File: config.mk
export PLATFORM = sky130hd
export DESIGN_NAME = fetch_ctrl
export DESIGN_NICKNAME = d
export VERILOG_FILES = /design/src/rtl/fetch_ctrl.sv
export SDC_FILE = /design/constraint.sdc
export NUM_CORES = 1
export LEC_CHECK = 0
export ABC_AREA = 1
export ABC_CLOCK_PERIOD_IN_PS = 2470
export CAP_MARGIN = 20
export CORE_MARGIN = 2
export CORE_UTILIZATION = 35
export CTS_BUF_LIST = sky130_fd_sc_hd__clkbuf_8
export CTS_CLUSTER_SIZE = 40
export DETAILED_ROUTE_END_ITERATION = 8
export PLACE_DENSITY = 0.67
export SYNTH_ARGS = -nofsm -noshare
export SYNTH_HDL_FRONTEND = slang
export SYNTH_SLANG_ARGS = --single-unit
File: constraint.sdc
create_clock -name clk -period 2.47 [get_ports clk]
set_input_delay 0.494 -clock clk [delete_from_list [all_inputs] [get_ports clk]]
set_output_delay 0.494 -clock clk [all_outputs]
set_load 0.005 [all_outputs]
File: src/rtl/fetch_ctrl.sv
// Fetch-stage sequencer: picks hold/PC+4/redirect, marks IF/ID valid or bubble, emits flush.
// Define FETCH_PERF_EN to build the fetched/stall performance counters; otherwise both ports read 0.
module fetch_ctrl #(
  parameter int unsigned XLEN             = 32,
  parameter int unsigned REDIRECT_BUBBLES = 1,
  parameter logic [1:0]  PCSEL_HOLD       = 2'b00,
  parameter logic [1:0]  PCSEL_PC4        = 2'b01,
  parameter logic [1:0]  PCSEL_BRANCH     = 2'b10
) (
  input  logic            clk,
  input  logic            reset,
  input  logic            br_taken,
  input  logic [XLEN-1:0] br_target,
  input  logic            id_stall,
  input  logic            imem_rdy,
  output logic [1:0]      pcsel,
  output logic [XLEN-1:0] br_dest_o,
  output logic            if_valid,
  output logic            flush,
  output logic [31:0]     perf_fetched,
  output logic [31:0]     perf_stall
);

  localparam logic [2:0] ST_BOOT    = 3'd0;
  localparam logic [2:0] ST_RUN     = 3'd1;
  localparam logic [2:0] ST_MEMWAIT = 3'd2;
  localparam logic [2:0] ST_STALL   = 3'd3;
  localparam logic [2:0] ST_BUBBLE  = 3'd4;

  localparam logic [1:0] CNT_LOAD = 2'(REDIRECT_BUBBLES);
  localparam logic [2:0] ST_AFTER_REDIRECT = (CNT_LOAD == 2'd0) ? ST_RUN : ST_BUBBLE;

  logic [2:0]      state_q, state_d;
  logic [1:0]      cnt_q, cnt_d;
  logic            pend_q, pend_d;
  logic [XLEN-1:0] pend_tgt_q, pend_tgt_d;
  logic            if_valid_q, if_valid_d;
  logic            flush_q, flush_d;

  always_comb begin
    state_d    = state_q;
    cnt_d      = cnt_q;
    pend_d     = pend_q;
    pend_tgt_d = pend_tgt_q;
    if_valid_d = if_valid_q;
    flush_d    = 1'b0;
    pcsel      = PCSEL_HOLD;
    br_dest_o  = '0;
    if (reset) begin
      state_d    = ST_BOOT;
      cnt_d      = '0;
      pend_d     = 1'b0;
      pend_tgt_d = '0;
      if_valid_d = 1'b0;
    end else if (state_q == ST_BOOT) begin
      state_d    = ST_RUN;
      if_valid_d = 1'b0;
    end else if (br_taken && imem_rdy && state_q != ST_MEMWAIT) begin
      pcsel      = PCSEL_BRANCH;
      br_dest_o  = br_target;
      flush_d    = 1'b1;
      if_valid_d = 1'b0;
      pend_d     = 1'b0;
      cnt_d      = CNT_LOAD;
      state_d    = ST_AFTER_REDIRECT;
    end else if (br_taken) begin
      // Newest branch overwrites the latched target; flush only for the first one.
      pend_d     = 1'b1;
      pend_tgt_d = br_target;
      flush_d    = ~pend_q;
      if_valid_d = 1'b0;
      state_d    = ST_MEMWAIT;
    end else if (!imem_rdy) begin
      state_d    = ST_MEMWAIT;
      if_valid_d = 1'b0;
    end else if (pend_q) begin
      pcsel      = PCSEL_BRANCH;
      br_dest_o  = pend_tgt_q;
      pend_d     = 1'b0;
      if_valid_d = 1'b0;
      cnt_d      = CNT_LOAD;
      state_d    = ST_AFTER_REDIRECT;
    end else if (cnt_q != 2'd0) begin
      // Bubble drain; a wait state interrupting it resumes here with the count kept.
      pcsel      = PCSEL_PC4;
      if_valid_d = 1'b0;
      cnt_d      = cnt_q - 2'd1;
      state_d    = (cnt_q == 2'd1) ? ST_RUN : ST_BUBBLE;
    end else if (id_stall) begin
      state_d    = ST_STALL;
    end else begin
      pcsel      = PCSEL_PC4;
      if_valid_d = 1'b1;
      state_d    = ST_RUN;
    end
  end

  always_ff @(posedge clk) begin
    if (reset) begin
      state_q    <= ST_BOOT;
      cnt_q      <= '0;
      pend_q     <= 1'b0;
      pend_tgt_q <= '0;
      if_valid_q <= 1'b0;
      flush_q    <= 1'b0;
    end else begin
      state_q    <= state_d;
      cnt_q      <= cnt_d;
      pend_q     <= pend_d;
      pend_tgt_q <= pend_tgt_d;
      if_valid_q <= if_valid_d;
      flush_q    <= flush_d;
    end
  end

  assign if_valid = if_valid_q;
  assign flush    = flush_q;

`ifdef FETCH_PERF_EN
  logic [31:0] fetched_q, stall_q;

  always_ff @(posedge clk) begin
    if (reset) begin
      fetched_q <= '0;
      stall_q   <= '0;
    end else begin
      if (if_valid_q && !id_stall) fetched_q <= fetched_q + 32'd1;
      if (state_q != ST_BOOT && pcsel == PCSEL_HOLD) stall_q <= stall_q + 32'd1;
    end
  end

  assign perf_fetched = fetched_q;
  assign perf_stall   = stall_q;
`else
  assign perf_fetched = '0;
  assign perf_stall   = '0;
`endif

endmodule

==> impl_metrics.yaml, run 1 <==
run_status:
  status: "finished, final reports clean"
power_and_ir_drop:
  power_density_nw_per_um2: 466
  total_power_mw: 1.65
  ir_drop_uv: 213
  p_leak_nw: 1.56
synthesis:
  syn_avg_cell_area_um2: 7.24
  yosysTopAreaCell: "dfxtp_1"
  synth_area_um2: 2750
  yosys.cell_count.top_type: "nand2_1"
  async_reset_ff_frac: 0
  synth_edf_count: 0
  synth-seq-area-share: 0.291
  ys_types: 24
  ys_warn_count: 0
  ys.flop_type: "dfxtp_1"
  synth.ff_latch_count: 40
  synth.cells.most_frequent: "nand2_1, buf_4, dfxtp_1"
  syn_inst: 380
  netlist.area_leader.share: 0.291
  synth_area_leaders: "dfxtp_1, buf_4, nand2_1"
sta:
  min_period_ps: 2440
  skew_ps: 5.73
  hold_viol_final: 0
  finalCritPeriodShare: 0.986
  fmax_mhz: 410
  drv_slew: 0
  max-slew-margin-rel: 0.630
  fin_setup_tns_ps: 0
  worstMarginPinSlew_ps: 555
  setup_viol: 0
cts:
  clock_latency_ps: 280
  cts.sinks: 40
  htreeDepth: 2
  cts_buffer_depth: 2
  cts_tree: "built"
  path_clk_slew_ps: 70
  cts_hold_buffers: 0
  cts_buffers: 5
  cts_root_buf: "clkbuf_8"
grt:
  grt_pass1_vias: 2293
  grt_overflow_total: 0
  grt_max_degree: 35
  track_usage: 0.153
  grt_first_pass_wirelength_mm: 10.7
  antenna_found_initial: 0
detailed_routing:
  wl_per_cell_um: 11.5
  post_drt_via_cell_ratio: 4.34
  drt_pre_antenna_iters: 4
  drt-initial-drc-count: 70
  drc: 0
  vias: 2472
  ant_nets: 0
  wl_mm: 6.54
die:
  die_h_um: 92.7
  pin_count: 137
  rows: 32
  die_w_um: 92.7
  core_um2: 7690
  dieArea_um2: 8590
  start_util: 0.358
placement:
  place_congestion: 0.773
  hpwl_mm: 4.75
  dp_cells: 555
  placed_area_um2: 3400
  buffer_ports.inserted: 72
worst_setup_path:
  cp-start-kind: "input port"
  cp_max_fo: 3
  cp_data_arrival_time_ps: 1940
  setup.worst_path.end_class: "output pin"
  regToRegEndpoint: "pend_tgt_q[13]$_SDFFE_PP0P_"
  critPathKind: "in2out"
  crit_required_ps: 1980
  ff2ff_path_depth: 9
  rrSetupSlack_ps: 870
  regToRegStartpoint: "state_q[2]$_SDFF_PP0_"
final_layout:
  nNetsFinal: 506
  syn_to_final_growth_pct: 29.0
  antenna_cells: 0
  drive_above_1_share: 0.263
  stdcell_count: 569
  fin_area_um2: 3550
worst_hold_path:
  whs_path_depth: 2
  hold-path-endpoint: "pend_tgt_q[24]$_SDFFE_PP0P_"
  timing.hold.worst.class: "reg2reg"
  min_from: "pend_tgt_q[24]$_SDFFE_PP0P_"
job:
  cap_violations: 0
[per-stage QoR]
| step | utilization | worst slack, ps | hold slack (ps) |
|---|---|---|---|
| after CTS | 0.462 | 12.7 | 464 |
| after floorplan | - | 677 | 445 |
| after global routing | 0.462 | -40.7 | 488 |
| after detailed placement | 0.443 | -368 | 463 |
| after global placement | 0.443 | -356 | 453 |
| final | 0.462 | 33.7 | 477 |
[cell type report]
class / instances / area, um2
Tap cell: 102 / 128
Clock inverter: 2 / 8.76
Clock buffer: 5 / 68.8
Timing Repair Buffer: 102 / 962
Inverter: 15 / 61.3
Fill cell: 782 / 4140
Sequential cell: 40 / 802
Multi-Input combinational cell: 303 / 1520
[flip-flops by register name (all words and copies together), names as in the netlist]
name / cells
flush: 1
cnt_q: 2
pend_tgt_q: 32
state_q: 3
if_valid: 1
pend_q: 1
[worst max-delay path, cell delays in order]
cell and delay (ps):
dlygate4sd2_1 240, inv_1 80, nor2_2 150, buf_4 140, inv_1 50, nor2_2 120, nand2_1 70, nor2_1 110
clkdlybuf4s50_1 510
[cell families (layout without fill, tap and decap cells)]
kind of cell    after synthesis  in the layout  share of synthesized area
compound gates               73             73                      0.175
fa+ha+maj                     2              2                    0.00909
buf+inv                     100            124                      0.250
flops                        40             40                      0.291
other cells                   1             64                    0.00136
simple gates                164            164                      0.274
[where the power goes]
group          switching (mW)  internal, mW
Clock                   0.213         0.188
Combinational           0.303         0.221
Sequential             0.0299         0.699
Total                   0.545          1.11
[placed cells by master, fill, tap and decap left out]
cell             Yosys  routed
conb_1               1      64
buf_2                6       1
clkinv_2             0       1
inv_1                9      10
nor2_2               0       2
buf_6                0       3
dfxtp_2              0       1
nor2_1               9       7
nand2_4              1       2
nand3_4              1       1
clkbuf_8             0       5
a21oi_1             19      19
o21ai_2              0       1
a211oi_1             1       1
nand2_1             96      94
a21oi_2             30      30
dlygate4sd2_1        0      18
ha_1                 2       2
buf_8                3       1
clkdlybuf4s15_2      0       2
dlymetal6s2s_1       0       5
nand3_1             25      25
clkdlybuf4s50_1      0      37
o21ai_1             19      19
buf_4               71      23
o21ai_0              3       2
bufbuf_16            0       1
clkbuf_2             1       8
nor2_4               1       1
o211ai_1             1       1
nand2_2             31      32
clkdlybuf4s15_1      0       1
inv_2                5       4
dfxtp_1             40      39
buf_12               0       2
inv_4                1       2
[timing repair]
action / CTS / global route
hold endpoints to repair: 0 / 0
setup buffers: 6 / 0
endpoints found under the setup margin: 34 / 22
gates cloned: 1 / 0
gates resized for setup: 41 / 28
pin swaps: 2 / 0
[worst max-delay path by stage]
stage                          to     start  depth (start not counted)  slack [ps]
finish                   pcsel[0]  imem_rdy                          9          30
global route             pcsel[0]  imem_rdy                          9         -40
CTS                 br_dest_o[11]  imem_rdy                          9          10
detailed placement  br_dest_o[27]  imem_rdy                          9        -370
global placement    br_dest_o[25]  imem_rdy                          9        -360
floorplan           br_dest_o[10]     reset                          7         680
[metal layers]
layer  up-vias  wire length [um]  GRT usage
li1       1254                 -          -
met1      1126              2970      0.199
met2        90              3110      0.256
met3         2               423     0.0391
met4         0                33     0.0368
met5         -                 0          0
Power figures use the tool's default switching activity.
==> run 2: changes to the inputs <==
--- a/config.mk
+++ b/config.mk
@@ -11,7 +11,6 @@
 export CORE_MARGIN = 2
 export CORE_UTILIZATION = 35
 export CTS_BUF_LIST = sky130_fd_sc_hd__clkbuf_8
-export CTS_CLUSTER_SIZE = 40
 export DETAILED_ROUTE_END_ITERATION = 8
 export PLACE_DENSITY = 0.67
 export SYNTH_ARGS = -nofsm -noshare
==> results of run 2 <==
The final DEF is identical to that of run 1; final timing and power are the same.
